File: src/rtl/lfsr_rx.sv
// LFSR reference receiver: assembles LSB-first serial frames and compares each one with a local Fibonacci LFSR.
// Define LFSR_RX_ERRCNT_EN to build the saturating mismatch counter; otherwise Err_Count is tied to 0.
module lfsr_rx #(
  parameter int LFSR_WD = 8
) (
  input  logic               Clock,
  input  logic               Reset,
  input  logic [LFSR_WD-1:0] Seed,
  input  logic               Seed_Load,
  input  logic               Enable,
  input  logic               Serial_In,
  input  logic               Serial_Valid,
  output logic [LFSR_WD-1:0] Data,
  output logic               Data_Valid,
  output logic               Match,
  output logic               Frame_Error,
  output logic [7:0]         Err_Count
);

  localparam int CNT_WD = (LFSR_WD > 2) ? $clog2(LFSR_WD) : 1;
  localparam logic [CNT_WD-1:0] LAST_BIT = CNT_WD'(LFSR_WD - 1);

  localparam logic [1:0] IDLE = 2'd0;
  localparam logic [1:0] RECV = 2'd1;
  localparam logic [1:0] DONE = 2'd2;

  logic [1:0]         rst_sync;
  logic               rst_n;
  logic [1:0]         state;
  logic [CNT_WD-1:0]  bit_cnt;
  logic [LFSR_WD-2:0] shift_reg;
  logic [LFSR_WD-1:0] lfsr;
  logic [LFSR_WD-1:0] frame_word;
  logic               lfsr_fb;

  // Reset asserts at once but releases two edges later, so the FSM never starts on a marginal edge.
  always_ff @(posedge Clock or negedge Reset) begin
    if (!Reset) rst_sync <= 2'b00;
    else        rst_sync <= {rst_sync[0], 1'b1};
  end

  assign rst_n      = rst_sync[1];
  assign lfsr_fb    = lfsr[7] ^ lfsr[5] ^ lfsr[4] ^ lfsr[3];
  assign frame_word = {Serial_In, shift_reg};

  // The reference only moves between frames; an all-zero seed would lock the LFSR up.
  always_ff @(posedge Clock or negedge rst_n) begin
    if (!rst_n) begin
      lfsr <= '0;
    end else if (state == IDLE) begin
      if (Seed_Load)   lfsr <= (Seed == '0) ? LFSR_WD'(1) : Seed;
      else if (Enable) lfsr <= {lfsr[LFSR_WD-2:0], lfsr_fb};
    end
  end

  always_ff @(posedge Clock or negedge rst_n) begin
    if (!rst_n) begin
      state       <= IDLE;
      bit_cnt     <= '0;
      shift_reg   <= '0;
      Data        <= '0;
      Data_Valid  <= 1'b0;
      Match       <= 1'b0;
      Frame_Error <= 1'b0;
    end else begin
      Data_Valid  <= 1'b0;
      Frame_Error <= 1'b0;
      case (state)
        IDLE: begin
          bit_cnt <= '0;
          if (Serial_Valid) begin
            shift_reg <= {Serial_In, shift_reg[LFSR_WD-2:1]};
            bit_cnt   <= CNT_WD'(1);
            state     <= RECV;
          end
        end
        RECV: begin
          if (!Serial_Valid) begin
            Frame_Error <= 1'b1;
            bit_cnt     <= '0;
            state       <= IDLE;
          end else if (bit_cnt == LAST_BIT) begin
            Data       <= frame_word;
            Match      <= (frame_word == lfsr);
            Data_Valid <= 1'b1;
            bit_cnt    <= '0;
            state      <= DONE;
          end else begin
            shift_reg <= {Serial_In, shift_reg[LFSR_WD-2:1]};
            bit_cnt   <= bit_cnt + 1'b1;
          end
        end
        default: begin
          bit_cnt <= '0;
          state   <= IDLE;
        end
      endcase
    end
  end

`ifdef LFSR_RX_ERRCNT_EN
  logic [7:0] err_cnt;

  // Counts frames that completed with a mismatch, sticking at all-ones.
  always_ff @(posedge Clock or negedge rst_n) begin
    if (!rst_n) begin
      err_cnt <= 8'h00;
    end else if ((state == DONE) && !Match && (err_cnt != 8'hFF)) begin
      err_cnt <= err_cnt + 8'h01;
    end
  end

  assign Err_Count = err_cnt;
`else
  assign Err_Count = 8'h00;
`endif

endmodule
File: config.mk
export PLATFORM = sky130hd
export DESIGN_NAME = lfsr_rx
export DESIGN_NICKNAME = d
export VERILOG_FILES = /design/src/rtl/lfsr_rx.sv
export SDC_FILE = /design/constraint.sdc
export NUM_CORES = 1
export LEC_CHECK = 0
export ABC_AREA = 1
export CORE_MARGIN = 2
export CORE_UTILIZATION = 45
export CTS_BUF_LIST = sky130_fd_sc_hd__clkbuf_8
export DETAILED_ROUTE_END_ITERATION = 16
export HOLD_SLACK_MARGIN = 0.02
export PLACE_DENSITY = 0.7
export SLEW_MARGIN = 20
export SYNTH_ARGS = -nofsm -noshare
export SYNTH_HDL_FRONTEND = slang
export SYNTH_SLANG_ARGS = --single-unit
File: constraint.sdc
create_clock -name Clock -period 1.26 [get_ports Clock]
set_input_delay 0.126 -clock Clock [delete_from_list [all_inputs] [get_ports Clock]]
set_output_delay 0.126 -clock Clock [all_outputs]
set_load 0.005 [all_outputs]
==> impl_metrics.tcl <==
set metrics [dict create \
    io_pins 33 \
    fin_crit_sh 1.06 \
    powerDensity_nw_per_um2 1100 \
    regArea_um2 826 \
    avgRoutedWirePerCell_um 11.3 \
    firstDrtPassIters 4 \
    dr_total_vias 1269 \
    ys_ff_latch 33 \
    place_area_um2 1950 \
    grt_first_pass_wirelength_um 5330 \
    insertion_delay_ps 280 \
    power_frac_clock 0.320 \
    vias_per_cell 4.65 \
    cpPeakStageDelay_ps 360 \
    hold_class "reg -> async" \
    num_rows 21 \
    cts_max_level 2 \
    p_int_mw 1.76 \
    r2r_start "bit_cnt[0]" \
    finalSetupViolCount 17 \
    mostFrequentLayoutCell "nand2_1" \
    cts_buffers 5 \
    clock_skew_ps 6.05 \
    period_minus_slack_ps 1340 \
    syn_area_um2 1620 \
    switchingPower_mw 0.662 \
    grt_pass1_vias 1286 \
    core_area_um2 3390 \
    drt_first_iter_violations 48 \
    portBuffers 24 \
    final_cell_mix "47 x nand2_1, 33 x dfrtp_1, 18 x inv_1" \
    worst_setup_path_start_kind "flop" \
    hpwl_um 2180 \
    p_sw_frac 0.273 \
    syn_to_final_growth_pct 35.8 \
    stdcell_area_um2 2200 \
    antenna_found_initial 0 \
    clock_sink_count 33 \
    clockBufferDepth 2 \
    status "finished with violations" \
    worstPathArrival_ps 1510 \
    avgSynthCellArea_um2 8.90 \
    crit_fanout 16 \
    rsz0062_at_grt "yes" \
    seqPwrFrac 0.501 \
    irDropWorstVdd_mv 0.655 \
    yosysTopAreaCell "dfrtp_1" \
    reg2reg_slack_ps -80 \
    crit_path_cell_trace "ha_2 > ha_4 > nand2_4 > nor2_4 > buf_12 > inv_12 > nand2_1 > nand2_1" \
    critPathRequiredTime_ps 1430 \
    crit_type "reg -> reg" \
    syn_inst 182 \
    p_comb_frac 0.179 \
    max_freq_mhz 749 \
    grtUsageTotal 0.174 \
    die_x_um 64.0 \
    leakage_nw 1.17 \
    num_antenna_cells 0 \
    setup_slack_ps -75.8 \
    initial_core_util 0.478 \
    cp_top_family "flip-flops" \
    ys_seq_area_frac 0.510 \
    die-area_um2 4100 \
    r2r_end "Match" \
    nets 243 \
    violations "setup timing" \
    fillers 292 \
    multiInputGateArea_um2 711 \
    ys_types 24 \
    cpMostUsedCell "nand2_1" \
    grt_remaining_overflow 0 \
    reg2regPathDepth 8 \
    netlist_top_cells_area "dfrtp_1 51%, nand2_1 13%, o21ai_2 4.9%, inv_1 4.4%, o21ai_0 4.3%" \
    drc 0 \
    cts_tree "done" \
    crit_buf_inv 2 \
    fin_tns_setup_ps -975 \
    die_h_um 64.0 \
    clkSlewWorstSetupHoldPaths_ps 60 \
    ys_warn_count 0 \
    ant_nets 0 \
    hold_viol_final 0 \
    drive_gt1_frac 0.251 \
    finalMaxSlewViolations 0 \
    grt_max_degree 32 \
    drt-total-wl_um 3080 \
    cp_slowest_cell "dfrtp_1" \
    synth_top_area_frac 0.510 \
    gp_congestion 0.758 \
    drv_cap 0 \
    root_buffer "clkbuf_8" \
    cp-end-kind "flop" \
    hold_ws_ps 254 \
]
==> power groups by stage <==
stage          registers, mW  clock network (mW)  logic [mW]
2_1_floorplan           1.23                   0       0.286
3_3_place_gp            1.23                   0       0.391
3_5_place_dp            1.24                   0       0.398
4_1_cts                 1.22               0.795       0.428
5_1_grt                 1.23               0.828       0.494
6_report                1.22               0.777       0.433
==> layer usage <==
metal | wire [µm] | global-route usage | up-vias | part of all wire
li1 | - | - | 639 | -
met5 | 0 | 0 | - | 0
met3 | 169 | 0.0493 | 8 | 0.055
met2 | 1540 | 0.306 | 35 | 0.50
met1 | 1290 | 0.190 | 587 | 0.42
met4 | 85 | 0.0842 | 0 | 0.028
==> kinds of logic after synthesis <==
| kind of cell | Yosys count | synth area share |
|---|---|---|
| flops | 33 | 0.510 |
| buf+inv | 32 | 0.107 |
| xor+xnor | 6 | 0.0324 |
| simple gates | 76 | 0.197 |
| compound gates | 31 | 0.134 |
| fa+ha+maj | 2 | 0.0154 |
| other cells | 2 | 0.00463 |
==> metrics by stage <==
| stage | total power, mW | setup WS (ps) | cells | utilization |
|---|---|---|---|---|
| 2_1_floorplan | 1.52 | 8.16 | 189 | - |
| 3_3_place_gp | 1.62 | -62.4 | 255 | 0.574 |
| 3_5_place_dp | 1.63 | -110 | 255 | 0.574 |
| 4_1_cts | 2.44 | -74.5 | 270 | 0.623 |
| 5_1_grt | 2.55 | -168 | 273 | 0.649 |
| 6_report | 2.43 | -75.8 | 273 | 0.649 |
==> synth_stat cells (all sizes together) <==
master	count
inv	20
nand3	3
ha	2
xor2	3
nor2	15
nand2	57
dfrtp	33
or2	1
buf	12
o211ai	7
conb	2
o21ai	23
xnor2	3
a21oi	1
==> timing repair <==
action	4_1_cts	5_1_grt
gates resized for setup	13	21
setup endpoints to repair	25	25
pin swaps	2	4
endpoints found under the hold margin	2	0
setup buffers	7	3
hold buffers	1	0
==> how the worst max path moves through the flow <==
stage / start / endpoint / cells past startpoint
global route: bit_cnt[0] / shift_reg[5] / 8
CTS: bit_cnt[0] / shift_reg[5] / 8
floorplan: bit_cnt[0] / shift_reg[1] / 7
finish: bit_cnt[0] / Match / 8
detailed placement: bit_cnt[0] / shift_reg[6] / 8
global placement: Serial_Valid / Data[2] / 6
==> layout make-up <==
cell class | instances | share of cell area
repair buffers | 43 | 0.195
well taps | 46 | 0.0262
multi-input cells | 124 | 0.323
inverters | 20 | 0.0410
clock inverters | 1 | 0.00171
clock buffers | 6 | 0.0375
flip-flops and latches | 33 | 0.375
==> worst reg2reg max path, stage by stage (launching register included) <==
cell and delay [ps]:
dfrtp_1 360, ha_2 200, ha_4 140, nand2_4 60, nor2_4 170, buf_12 140, inv_12 50, nand2_1 50
nand2_1 60
Power figures use the tool's default switching activity.
